**src/rtl/data_mem_ring.sv**
```systemverilog
// data_mem_ring: circular sample memory between the serial deframer and the filter datapath.
// Writes land at an auto-incrementing, wrapping pointer. Reads are addressed relative to the
// newest sample and return one cycle later. Fill level saturates at DEPTH, after which the
// oldest sample is overwritten.
// Optional build macro: ZERO_DETECT_EN adds a zero-run counter that drives allzeros.
// Without it, no counter is built and allzeros is tied low.
module data_mem_ring #(
   parameter int DATA_W   = 16,
   parameter int ADDR_W   = 8,
   parameter int ZERO_RUN = 800,
   parameter int CNT_W    = 12
) (
   input  logic              Sclk,
   input  logic              Reset,
   input  logic              Frame,
   input  logic              input_ready,
   input  logic              write_enable,
   input  logic [DATA_W-1:0] data_in,
   input  logic              read_enable,
   input  logic [ADDR_W-1:0] Read_Offset,
   output logic [DATA_W-1:0] data_stored,
   output logic              data_valid,
   output logic              rd_err,
   output logic [ADDR_W-1:0] wr_ptr,
   output logic [ADDR_W:0]   fill_count,
   output logic              full,
   output logic              allzeros
);

   localparam int DEPTH = 2 ** ADDR_W;
   localparam logic [ADDR_W:0] FILL_MAX = {1'b1, {ADDR_W{1'b0}}};

   // The zero-run threshold must fit in the counter.
   if (ZERO_RUN >= (1 << CNT_W)) begin : g_bad_zero_run
      $error("data_mem_ring: ZERO_RUN must be < 2**CNT_W");
   end

   logic [DATA_W-1:0] mem_q [DEPTH];

   logic [ADDR_W-1:0] wr_ptr_q, wr_ptr_d;
   logic [ADDR_W:0]   fill_q, fill_d;
   logic [DATA_W-1:0] rdata_q, rdata_d;
   logic              valid_q, valid_d;
   logic              err_q, err_d;

   logic              wr_en;
   logic [ADDR_W-1:0] rd_addr;
   logic              in_range;

   assign wr_en    = input_ready && write_enable && Frame;
   // Both the read address and the range check use the pre-write state, so a same-cycle
   // write is never visible to the read issued alongside it.
   assign rd_addr  = wr_ptr_q - ADDR_W'(1) - Read_Offset;
   assign in_range = ({1'b0, Read_Offset} < fill_q);

   // Next write pointer and fill level.
   always_comb begin
      wr_ptr_d = wr_ptr_q;
      fill_d   = fill_q;
      if (wr_en) begin
         wr_ptr_d = wr_ptr_q + ADDR_W'(1);
         if (fill_q != FILL_MAX) begin
            fill_d = fill_q + (ADDR_W+1)'(1);
         end
      end
   end

   // Next read-port outputs; out-of-range reads return zero with an error flag.
   always_comb begin
      rdata_d = '0;
      valid_d = 1'b0;
      err_d   = 1'b0;
      if (read_enable) begin
         valid_d = 1'b1;
         if (in_range) begin
            rdata_d = mem_q[rd_addr];
         end else begin
            err_d = 1'b1;
         end
      end
   end

   // Sample storage; contents survive reset.
   always_ff @(posedge Sclk) begin
      if (wr_en) begin
         mem_q[wr_ptr_q] <= data_in;
      end
   end

   // Pointer, fill level and registered read port.
   always_ff @(posedge Sclk or posedge Reset) begin
      if (Reset) begin
         wr_ptr_q <= '0;
         fill_q   <= '0;
         rdata_q  <= '0;
         valid_q  <= 1'b0;
         err_q    <= 1'b0;
      end else begin
         wr_ptr_q <= wr_ptr_d;
         fill_q   <= fill_d;
         rdata_q  <= rdata_d;
         valid_q  <= valid_d;
         err_q    <= err_d;
      end
   end

   assign wr_ptr      = wr_ptr_q;
   assign fill_count  = fill_q;
   assign full        = (fill_q == FILL_MAX);
   assign data_stored = rdata_q;
   assign data_valid  = valid_q;
   assign rd_err      = err_q;

`ifdef ZERO_DETECT_EN
   localparam logic [CNT_W-1:0] RUN_C = CNT_W'(ZERO_RUN);

   logic [CNT_W-1:0] zcnt_q, zcnt_d;
   logic             zflag_q, zflag_d;

   // Zero-run counter: every strobed sample counts, whether or not it is stored.
   always_comb begin
      zcnt_d  = zcnt_q;
      zflag_d = zflag_q;
      if (input_ready) begin
         if (data_in == '0) begin
            if (zcnt_q != RUN_C) begin
               zcnt_d = zcnt_q + CNT_W'(1);
            end
            zflag_d = (zcnt_d == RUN_C);
         end else begin
            zcnt_d  = '0;
            zflag_d = 1'b0;
         end
      end
   end

   // Zero-run state register.
   always_ff @(posedge Sclk or posedge Reset) begin
      if (Reset) begin
         zcnt_q  <= '0;
         zflag_q <= 1'b0;
      end else begin
         zcnt_q  <= zcnt_d;
         zflag_q <= zflag_d;
      end
   end

   assign allzeros = zflag_q;
`else
   assign allzeros = 1'b0;
`endif

endmodule
```
**config.mk**
```make
export PLATFORM = sky130hd
export DESIGN_NAME = data_mem_ring
export DESIGN_NICKNAME = d
export VERILOG_FILES = /design/src/rtl/data_mem_ring.sv
export SDC_FILE = /design/constraint.sdc
export NUM_CORES = 2
export LEC_CHECK = 0
export ABC_CLOCK_PERIOD_IN_PS = 3900
export BUFFER_PORTS_ARGS = -buffer_cell sky130_fd_sc_hd__buf_2
export CAP_MARGIN = 10
export CELL_PAD_IN_SITES_DETAIL_PLACEMENT = 1
export CELL_PAD_IN_SITES_GLOBAL_PLACEMENT = 2
export CORE_UTILIZATION = 47
export DETAILED_ROUTE_END_ITERATION = 10
export HOLD_SLACK_MARGIN = 0.02
export PLACE_DENSITY = 0.78
export SLEW_MARGIN = 15
export SYNTH_ARGS = -nofsm -noshare
export SYNTH_HDL_FRONTEND = slang
export SYNTH_SLANG_ARGS = --single-unit
export TNS_END_PERCENT = 30
```
**constraint.sdc**
```tcl
create_clock -name Sclk -period 3.9 [get_ports Sclk]
set_clock_uncertainty 0.2 [all_clocks]
set_input_delay 0.78 -clock Sclk [delete_from_list [all_inputs] [get_ports Sclk]]
set_output_delay 0.78 -clock Sclk [all_outputs]
set_load 0.01 [all_outputs]
```
==> summary.txt <==
CP Class = register to register
Syn Std Cell Area = 159,000 um^2
share of cells above drive strength 1 = 0.366
pwr/cell area = 772 nW/um^2
Max Slew Vio Count = 0
port bufs = 65
nets@finish = 7,628
DIE AREA = 340,000 um^2
run status = finished with violations
number of global-route vias before repair = 81,700
Setup crit start = wr_ptr[0]
TritonCTS clock tree = built
Layout area overhead = 17.0%
pre-CTS setup slack = -1.67 ns
Chip Width = 583 um
Final GP Congestion = 0.831
Ports = 67
Slew @ Worst Pin = 1.22 ns
Netlist cell types = 57
Leak Pwr = 59.0 nW
XOR/XNOR Fraction of Synth Area = 0.00105
Hold Path Sink = mem_q[131][4]
post-synthesis simple-gate area fraction = 0.0163
slew margin rel. = 0.186
fin crit share = 1.18
sequential area share after synthesis = 0.781
compound-cell area share of the yosys netlist = 0.00552
required time of the worst setup path = 4.54 ns
clk slew on worst S/H paths = 0.07 ns
dpl hpwl = 267 mm
vias per std cell = 6.32
grt met1 use = 0.361
Net Sw Frac = 0.318
PnR worst setup slack = -0.698 ns
Comb power frac = 0.384
DR vias = 78,400
first-pass GRT wire length = 629 mm
largest net degree at the start of global routing = 145
drc violations = 0
Yosys warning count = 0
core area = 335,000 um^2
Final Power = 143 mW
Tot GR Track Use = 0.264
RR Endpoint = data_stored[13]
Clock Tree Buf Depth = 4
final WL = 450 mm
row cnt = 212
switching power = 45.6 mW
Syn Inst Count = 6,639
min-delay src = data_in[4]
largest family of logic cells by synthesized area = multiplexers
GR Util met3 = 0.0483
worst min path class = input port to register
Reg-to-Reg Start = wr_ptr[0]
startpoint types = register
number of enable flip-flop cells after synthesis = 4,096
remaining global-route overflow = 0
drt wl/cell = 36.3 um
Top FF cell, synth = edfxtp_1
met2 usage = 0.428
die height = 583 um
achievable frequency = 217 MHz
most common library cell in the layout ignoring fill and taps = edfxtp_1
initial antenna violation count = 34
Reg power frac = 0.343
max_cap viols = 0
Synth async-reset ratio = 0.00847
Detailed Routing Iterations Pass 1 = 5
CTS buffer count = 408
H-tree levels = 5
R2R setup slack = -0.70 ns
post-layout min period = 4.60 ns
Top Usage Layer GRT = met2
mux contribution to synthesized area = 0.184
R2R depth = 11
syn avg cell area = 23.9 um^2
power share of the clock group = 0.273
post-synthesis adder-cell area fraction = 0.00170
setup TNS = -9.94 ns
Initial Util = 0.474
fill count = 28,200
syn_nets = 6,690
Final Hold Fails = 0
Root Buffer Master = clkbuf_16
Hold Path Stages = 1
initial DRC count = 11,200
Worst setup EP type = register
RSZ-0062 raised after global routing = true
largest vdd supply drop = 0.653 mV
worst-path fanout max = 20
internal power = 97.7 mW
final hold slack = 0.0645 ns
Routed Antenna Nets = 0
Clk Latency, worst-skew pair = 1.00 ns
FF+latch count, synth = 4,131
TritonCTS sink count = 4,131
leading cell types in the layout, fill and taps excluded = edfxtp_1, mux4_2, buf_4
CP arrival = 5.23 ns
Setup Viol. Count Final = 16
failing checks = setup timing
critical path: stages (launching register included):
cell	delay [ns]
dfrtp_1	0.44
ha_4	0.19
fa_4	0.79
buf_12	0.19
buf_12	0.14
buf_16	0.17
mux4_2	0.34
mux4_2	0.53
nand2_4	0.14
a21oi_2	0.11
or4_4	0.58
or4_4	0.57
cell type report:
class | instances | area (um^2) | share of cell area
Timing Repair Buffer | 894 | 9070 | 0.0489
Antenna cell | 14 | 35.0 | 0.000189
Clock buffer | 505 | 10900 | 0.0586
Inverter | 20 | 87.6 | 0.000472
Multi-Input combinational cell | 2122 | 33800 | 0.182
Sequential cell | 4131 | 124000 | 0.667
Clock inverter | 233 | 2260 | 0.0122
Tap cell | 4494 | 5620 | 0.0303
through the flow:
step	utilization	instances	area [um^2]
6_report	0.555	12400	186000
5_1_grt	0.554	12400	186000
4_1_cts	0.552	12400	185000
3_5_place_dp	0.512	11600	171000
3_3_place_gp	0.512	11600	171000
2_1_floorplan	-	6639	160000
registers in the layout (all words and copies together) (netlist names):
register,count
wr_ptr,8
rd_err,1
mem_q,4096
data_stored,16
fill_count,9
data_valid,1
power groups by stage:
stage | clock, mW | sequential, mW | combinational [mW]
floorplan | 0 | 50.0 | 32.1
global placement | 0 | 50.0 | 51.0
detailed placement | 0 | 50.1 | 52.0
CTS | 39.6 | 49.1 | 53.7
global route | 41.0 | 49.1 | 56.8
finish | 39.2 | 49.1 | 55.0
synth_stat cells, types with 3 or more instances:
cell       count  area (um^2)
or3_1         14         87.6
o21a_1         3         22.5
ha_1          20          250
nand4_1       17          106
buf_1         18         67.6
a21boi_0       4         30.0
a211o_1        4         35.0
mux4_2      1261        28400
o2111ai_1      3         26.3
mux2i_1       61          611
inv_1         20         75.1
or2_2          4         25.0
edfxtp_1    4096       123000
and2_1         3         18.8
nor3_1        12         60.1
a21oi_1       64          320
nand2_1      190          713
nand2b_1       4         25.0
nor3b_1        4         30.0
xnor2_1       17          149
o22ai_1       35          219
nor2b_1        8         50.1
dfrtp_1       35          876
nand3_1       38          190
buf_4         22          165
mux2_2         9          101
or4_1         17          128
nor4_1         3         18.8
and3_1         5         31.3
buf_2        132          661
nor2_1       281         1050
a211oi_1       5         37.5
buf_6          7         78.8
o21ai_0        8         40.0
clkbuf_1     187          702
per-layer routing:
layer | part of all wire | up-vias
met5 | 0.00022 | -
met3 | 0.098 | 805
met1 | 0.37 | 42500
li1 | - | 30300
met4 | 0.039 | 16
met2 | 0.49 | 4802
how the worst max path moves through the flow:
stage | endpoint | slack, ns
2_1_floorplan | data_stored[3] | -0.04
3_3_place_gp | data_stored[13] | -1.63
3_5_place_dp | data_stored[13] | -1.67
4_1_cts | data_stored[0] | -0.72
5_1_grt | data_stored[13] | -0.73
6_report | data_stored[13] | -0.70
timing repair:
action | 4_1_cts | 5_1_grt
resized for setup | 83 | 45
hold buffers | 3 | 2
pin swaps | 2 | 1
setup buffers | 0 | 25
cloned | 3 | 4
endpoints found under the hold margin | 24 | 13
endpoints found under the setup margin | 16 | 16
kinds of logic after synthesis:
logic type	Yosys count
AOI/OAI and AO/OA	143
xor gates and xnor gates	19
adders and majority gates	21
buffers and inverters	386
DFF	4131
muxes	1331
other	1
and+or+nand+nor	607
(Power assumes the default switching activity.)
